File: config.mk
export PLATFORM = sky130hd
export DESIGN_NAME = fir_filter_param
export DESIGN_NICKNAME = d
export VERILOG_FILES = /design/src/rtl/fir_filter_param.sv
export SDC_FILE = /design/constraint.sdc
export NUM_CORES = 1
export LEC_CHECK = 0
export ABC_AREA = 1
export CORE_ASPECT_RATIO = 0.7
export CORE_UTILIZATION = 45
export CTS_BUF_LIST = sky130_fd_sc_hd__clkbuf_8
export CTS_CLUSTER_DIAMETER = 120
export CTS_CLUSTER_SIZE = 25
export DETAILED_ROUTE_END_ITERATION = 16
export MAX_ROUTING_LAYER = met4
export PLACE_DENSITY = 0.69
export SYNTH_ARGS = -nofsm -noshare
export SYNTH_HDL_FRONTEND = slang
export SYNTH_SLANG_ARGS = --single-unit
File: constraint.sdc
create_clock -name clk -period 9.4 [get_ports clk]
set_input_delay 0.94 -clock clk [delete_from_list [all_inputs] [get_ports clk]]
set_output_delay 0.94 -clock clk [all_outputs]
set_load 0.01 [all_outputs]
File: src/rtl/fir_filter_param.sv
// fir_filter_param: sequential FIR filter that uses one shared multiplier.
// Each accepted sample shifts the delay line. The filter then spends TAPS
// cycles on multiply-accumulate, one tap per cycle. The rounded, shifted
// result is held in OUT until the downstream handshake completes.
// Build option: define FIR_FILTER_SAT_EN to saturate the result to DW bits.
// Without it, the result wraps to its low DW bits.
//
// state | meaning
// IDLE  | waiting for a sample (in_ready=1) or a coefficient write
// MAC   | accumulating x[k]*coef[k], one tap per cycle
// OUT   | result valid, holding until out_ready
module fir_filter_param #(
  parameter int DW    = 16,
  parameter int CW    = 16,
  parameter int TAPS  = 8,
  parameter int SHIFT = 15,
  localparam int AW   = $clog2(TAPS)
) (
  input  logic                 clk,
  input  logic                 reset_n,
  input  logic                 in_valid,
  output logic                 in_ready,
  input  logic signed [DW-1:0] in_data,
  output logic                 out_valid,
  input  logic                 out_ready,
  output logic signed [DW-1:0] out_data,
  input  logic                 coef_we,
  input  logic [AW-1:0]        coef_addr,
  input  logic signed [CW-1:0] coef_data,
  output logic                 busy
);

  localparam int PW  = DW + CW;
  localparam int ACW = DW + CW + AW;

  localparam logic [ACW:0] RND = {{ACW{1'b0}}, 1'b1} << (SHIFT - 1);
  localparam logic signed [ACW:0] MAXV = {{(ACW-DW+2){1'b0}}, {(DW-1){1'b1}}};
  localparam logic signed [ACW:0] MINV = {{(ACW-DW+2){1'b1}}, {(DW-1){1'b0}}};

  typedef enum logic [1:0] {
    S_IDLE,
    S_MAC,
    S_OUT
  } state_t;

  state_t                 r_state;
  state_t                 w_state_nxt;
  logic                   r_en;
  logic signed [DW-1:0]   r_x    [TAPS];
  logic signed [CW-1:0]   r_coef [TAPS];
  logic signed [ACW-1:0]  r_acc;
  logic [AW-1:0]          r_tap;
  logic signed [DW-1:0]   r_out_data;

  logic                   w_accept;
  logic                   w_last;
  logic signed [PW-1:0]   w_prod;
  logic signed [ACW-1:0]  w_prod_ext;
  logic signed [ACW-1:0]  w_sum;
  logic signed [ACW:0]    w_rnd;
  logic signed [ACW:0]    w_shf;
  logic signed [DW-1:0]   w_res;

  // in_ready stays low until the first clock after reset, so r_en gates it.
  assign in_ready  = (r_state == S_IDLE) && r_en;
  assign out_valid = (r_state == S_OUT);
  assign busy      = (r_state != S_IDLE);
  assign out_data  = r_out_data;
  assign w_accept  = in_valid && in_ready;
  assign w_last    = (r_tap == AW'(TAPS - 1));

  // Shared multiplier. The last tap's product goes straight into the
  // output rounding, so the result is registered on the same edge.
  assign w_prod     = r_x[r_tap] * r_coef[r_tap];
  assign w_prod_ext = ACW'(w_prod);
  assign w_sum      = r_acc + w_prod_ext;
  assign w_rnd      = $signed({w_sum[ACW-1], w_sum}) + $signed(RND);
  assign w_shf      = w_rnd >>> SHIFT;

`ifdef FIR_FILTER_SAT_EN
  // Clamp the shifted result to the signed DW range.
  always_comb begin
    w_res = w_shf[DW-1:0];
    if (w_shf > MAXV)
      w_res = MAXV[DW-1:0];
    else if (w_shf < MINV)
      w_res = MINV[DW-1:0];
  end
`else
  logic w_unused_hi;
  assign w_unused_hi = ^{w_shf[ACW:DW], MAXV, MINV};
  assign w_res       = w_shf[DW-1:0];
`endif

  // State register and the post-reset ready enable.
  always_ff @(posedge clk or negedge reset_n) begin
    if (!reset_n) begin
      r_state <= S_IDLE;
      r_en    <= 1'b0;
    end else begin
      r_state <= w_state_nxt;
      r_en    <= 1'b1;
    end
  end

  // Next-state logic.
  always_comb begin
    w_state_nxt = r_state;
    case (r_state)
      S_IDLE:  if (w_accept)  w_state_nxt = S_MAC;
      S_MAC:   if (w_last)    w_state_nxt = S_OUT;
      S_OUT:   if (out_ready) w_state_nxt = S_IDLE;
      default: w_state_nxt = S_IDLE;
    endcase
  end

  // Delay line: shift in a new sample on each accept.
  always_ff @(posedge clk or negedge reset_n) begin
    if (!reset_n) begin
      for (int k = 0; k < TAPS; k++) r_x[k] <= '0;
    end else if (r_state == S_IDLE && w_accept) begin
      r_x[0] <= in_data;
      for (int k = 1; k < TAPS; k++) r_x[k] <= r_x[k-1];
    end
  end

  // Coefficient bank: writes land only in IDLE when no sample is accepted on the same edge.
  always_ff @(posedge clk or negedge reset_n) begin
    if (!reset_n) begin
      for (int k = 0; k < TAPS; k++) r_coef[k] <= '0;
    end else if (r_state == S_IDLE && coef_we && !w_accept) begin
      r_coef[coef_addr] <= coef_data;
    end
  end

  // Accumulator and tap counter: cleared on accept, stepped in MAC.
  always_ff @(posedge clk or negedge reset_n) begin
    if (!reset_n) begin
      r_acc <= '0;
      r_tap <= '0;
    end else if (r_state == S_IDLE && w_accept) begin
      r_acc <= '0;
      r_tap <= '0;
    end else if (r_state == S_MAC && !w_last) begin
      r_acc <= w_sum;
      r_tap <= r_tap + AW'(1);
    end
  end

  // Output register: captured once, on the last MAC cycle.
  always_ff @(posedge clk or negedge reset_n) begin
    if (!reset_n)
      r_out_data <= '0;
    else if (r_state == S_MAC && w_last)
      r_out_data <= w_res;
  end

endmodule

# Word level (Yosys, flattened, before mapping)
# Index checks and enable logic that the tools add are counted.
dict set report word_totals {
  ff_bits 313
  input_bits 40
  out_inout_bits 19
}
dict set report op_classes {
  add_sub_neg 3
  mul 1
  order_cmp 3
  eq_ne 6
  muxes 17
  bitwise 2
  reduce_logical 14
}
# cell n
set op_table {}
lappend op_table {{$bwmux 128} 1}
lappend op_table {{$bmux 16 s3} 2}
lappend op_table {{$mux 16} 5}
lappend op_table {{$mux 35} 2}
lappend op_table {{$demux 16 s3} 1}
lappend op_table {{$add 35x32->35} 1}
lappend op_table {{$mul 16x16->32} 1}
lappend op_table {{$add 31x16->31 const B} 1}
lappend op_table {{$ge 4x4->1 const B} 2}
lappend op_table {{$logic_and 1x1->1} 8}
lappend op_table {{$not 3->4} 2}
lappend op_table {{$mux 2} 3}
lappend op_table {{$mux 3} 2}
lappend op_table {{$pmux 2 s3} 1}
lappend op_table {{$lt 4x1->1 const B} 1}
lappend op_table {{$ne 2x2->1 const B} 2}
lappend op_table {{$reduce_bool 2->1} 2}
lappend op_table {{$add 3x1->3 const B} 1}
lappend op_table {{$eq 3x3->1 const B} 1}
lappend op_table {{$reduce_and 3->1} 1}
lappend op_table {{$eq 2x1->1 const B} 1}
lappend op_table {{$eq 2x2->1 const B} 1}
lappend op_table {{$logic_not 1->1} 2}
lappend op_table {{$logic_not 2->1} 1}
lappend op_table {{$ne 2x1->1 const B} 1}

# Logic depth before layout (Yosys ltp)
dict set report logic_depth {
  depth_word 8
  mapped_depth 44
  mapped_depth_nobuf 39
}

# Least setup slack after synthesis
# Ideal clock, no wire load.
dict set report synth_path {
  kind {register to register}
  start {reg r_tap[0]}
  end {reg r_out_data[15], in the netlist out_data[15]}
  setup_ps 119
  arrival_ps 6883
  required_ps 9281
  setup_slack_ps 2399
  path_stages_with_launch 36
  path_buffers 4
  period_less_slack_ps 7001
  cell_sequence {dfrtp_1 > buf_4 > inv_2 > buf_4 > buf_4 > buf_2 > nor2_1 > o22ai_1 > inv_1 > o21ai_2 > nand2_1 > fa_1 > inv_1 > fa_1 > fa_1 > fa_1 > fa_1 > inv_1 > fa_1 > inv_1 > ha_1 > nand2_1 > nor2_1 > inv_1 > nor2_1 > nand4_1 > nand3_1 > nand2_1 > nand2_2 > nand2_1 > nor2_2 > nand3_2 > nor2_1 > nand3_1 > nand3_1 > nand2_1}
}
dict set report synth_between {
  elab_chain_len 7
}
# item line
set synth_rtl {}
lappend synth_rtl {{start: declaration} 52} ;# logic [AW-1:0] r_tap;
lappend synth_rtl {{start signal: assignment} 146} ;# r_tap <= r_tap + AW'(1);
lappend synth_rtl {{$not 3->4 (not written as such)} 74} ;# assign w_prod = r_x[r_tap] * r_coef[r_tap];
lappend synth_rtl {{$bmux 16 s3} 74}
lappend synth_rtl {{$mux 16 (not written as such) (2 in a row)} 74}
lappend synth_rtl {{$mul 16x16->32} 74}
lappend synth_rtl {{$add 35x32->35} 76} ;# assign w_sum = r_acc + w_prod_ext;
lappend synth_rtl {{$add 31x16->31} 77} ;# assign w_rnd = $signed({w_sum[ACW-1], w_sum}) + $signed(RND);
lappend synth_rtl {{end signal: assignment} 155} ;# r_out_data <= w_res;
lappend synth_rtl {{end: declaration} 53} ;# logic signed [DW-1:0] r_out_data;
# Parallel ways exist; a longest one is shown, timed or not. The select of a mux whose other input is x is not followed.
# A chain may end at the register's enable or synchronous reset.

# Final worst setup path
dict set report layout_path {
  start {reg r_tap[1]}
  end {reg r_out_data[12], in the netlist out_data[12]}
}
# Same word-level chain as after synthesis.

==> flow_summary_export.csv <==
group,metric,value,unit
cells_and_area,fin_nets,3591,
yosys,synth_flop_cell,"dfrtp_1",
critical_path,arrival,9280,ps
grt,grt_use_total,0.237,
clock_tree,cts_resized,0,
route,drt-initial-drc-count,1697,
timing,max_freq,114,MHz
route,post-route-drc-count,0,
die,fp.dieH,201,um
run,drv_cap,0,
timing,worstMarginPinSlew,1190,ps
clock_tree,cts_buffer_depth,3,
die,initial_utilization,0.457,
yosys,synth_nets,3597,
clock_tree,cts_tree,"done",
route,drt-pass1-iter-count,6,
yosys,synth.top_cell.area_share,0.305,
timing,relSlewSlack,0.205,
yosys,yosysMostFrequentCell,"nand2_1",
route,drt-total-wl,63000,um
critical_path,cp.depth,31,
yosys,syn_avg_cell_area,7.98,um2
timing,finalSetupViolCount,0,
die,rows,72,
critical_path,cp-end-kind,"flop",
yosys,ys_warn_count,0,
yosys,synth_area_leaders,"dfrtp_1, fa_1, nand2_1",
route,vias,19900,
cells_and_area,drive_gt1_frac,0.0504,
cells_and_area,nFillCells,5448,
cells_and_area,finalNonFillerCells,3914,
clock_tree,cts_root_buf,"clkbuf_8",
route,routedWlPerCell,16.1,um
critical_path,worstPathRequired,9920,ps
critical_path,crit_type,"flop to flop",
run_status,status,"finished clean",
clock_tree,clk_pin_slew,160,ps
yosys,synth.distinct_cells,44,
yosys,synth_cells,3174,
worst_hold_path,hold_path.class,"input port to async pin",
critical_path,reg2reg_depth,31,
timing,hold_viol_final,0,
clock_tree,cts.hold.buffers_added,0,
route,postRouteAntennaNets,0,
critical_path,slowest_stage,"o21ai_0",
yosys,synthTopCellsByCount,"nand2_1, inv_1, o21ai_0",
cells_and_area,design_area,0.0270,mm2
grt,grt_pass1_vias,19700,
cells_and_area,seq_area,0.00774,mm2
die,design.core.area,0.0554,mm2
timing,finalSetupTns,0,ps
clock_tree,cts.sinks,309,
yosys,yosysTopAreaCell,"dfrtp_1",
grt,antenna_found_initial,0,
timing,period_share,0.932,
clock_tree,cts_buffers,17,
timing,rsz0062_at_grt,"no",
yosys,netlist_area,0.0253,mm2
timing,finalMaxSlewViolations,0,
timing,fin_skew,33.6,ps
place,portBuffers,58,
critical_path,crit_path_max_incr_delay,900,ps
die,num_io_pins,59,
clock_tree,insertion_delay,620,ps
die,die_w,286,um
die,dieArea,0.0573,mm2
timing,period_minus_slack,8770,ps
grt,grt_max_degree,134,
place,placed_cell_area,0.0267,mm2
critical_path,cp_common_cell,"inv_1",
route,via_per_inst,5.07,
place,dp.cells,3889,
place,gp_congestion,1.02,
cells_and_area,area_growth,6.50,%
yosys,ys_async_sr_fraction,1.00,
place,hpwl,48400,um
clock_tree,cts_setup_buffers,0,
yosys,synth_edf_count,0,
grt,grt_pass1_wl,106000,um
cells_and_area,multi_input_area,0.0147,mm2
yosys,ys_ff_latch,309,
critical_path,worstSetupStartpointType,"flop",
critical_path,worst-path-buf-inv,8,
critical_path,crit_fanout,35,
yosys,ys_seq_area_frac,0.305,
grt,grt.overflow.total,0,
critical_path,cp_top_family,"adder cells",
clock_tree,h-tree-depth,1,
==> cell families (layout without fill, tap and decap cells) <==
kind of cell | Yosys count | in the layout | synth area share
AOI/OAI and AO/OA | 557 | 557 | 0.115
and+or+nand+nor | 1155 | 1155 | 0.186
DFF | 309 | 309 | 0.305
buffers and inverters | 754 | 753 | 0.115
other | 1 | 2 | 0.000148
adders and majority gates | 383 | 383 | 0.274
xor gates and xnor gates | 15 | 15 | 0.00578
==> state kept, by name, indices dropped and copies added, names as in the netlist <==
name,count
r_tap,3
r_state,2
r_coef,128
out_data,16
r_en,1
r_acc,31
r_x,128
==> placed cells by master (no fill, tap or decap), types with 5 or more instances in the layout <==
master           Yosys  routed
xor2_1               8       8
fa_1               285     285
clkbuf_8             0      18
o22ai_1             25      25
o21ai_2             13      13
clkinv_1             8       7
o21ai_1             18      18
nor2_2              11      11
nand2_2             15      15
inv_2               25      25
a22o_1               5       5
nand2_1            738     737
nand4_1             26      26
a21oi_1            107     107
nand3_2             11      11
nand3_1             46      46
buf_4                8      40
clkdlybuf4s50_1      0      57
inv_1              595     597
ha_1                98      98
nor2_4               5       5
and2_1               5       5
o21ai_0            383     383
nor2_1             287     287
dfrtp_1            309     307
xnor2_1              5       5
==> stage by stage <==
step / setup WS (ps) / hold WS [ps] / utilization
after floorplan: 2400 / 448 / -
after global placement: 949 / 461 / 0.481
after detailed placement: 1000 / 468 / 0.481
after CTS: 969 / 419 / 0.487
after global routing: 203 / 464 / 0.487
final: 635 / 366 / 0.487
==> final timing paths <==
check | start | end | slack (ps)
min reg2reg | r_coef[100]$_DFFE_PN0P_ | r_coef[100]$_DFFE_PN0P_ | 500
max reg2reg | r_tap[1]$_DFFE_PN0P_ | out_data[12]$_DFFE_PN0P_ | 630
max | r_tap[1]$_DFFE_PN0P_ | out_data[12]$_DFFE_PN0P_ | 630
min in group clk | r_coef[100]$_DFFE_PN0P_ | r_coef[100]$_DFFE_PN0P_ | 500
min | reset_n | r_x[107]$_DFFE_PN0P_ | 370
max in group asynchronous | reset_n | r_tap[0]$_DFFE_PN0P_ | 6960
==> layer usage <==
layer | track usage | share of wire
met3 | 0.0610 | 0.095
met4 | 0.0315 | 0.012
met1 | 0.355 | 0.49
met5 | - | 0
met2 | 0.327 | 0.40
==> cell type report <==
type | instances | share of cell area
well taps | 740 | 0.0343
flip-flops and latches | 309 | 0.287
clock buffers | 18 | 0.00918
diodes | 1 | 0.0000928
clock inverters | 6 | 0.00218
repair buffers | 101 | 0.0351
inverters | 628 | 0.0874
multi-input cells | 2111 | 0.545
Power is not shown: default switching activity piles up to over one toggle a cycle in this logic, so the estimate is an artifact.
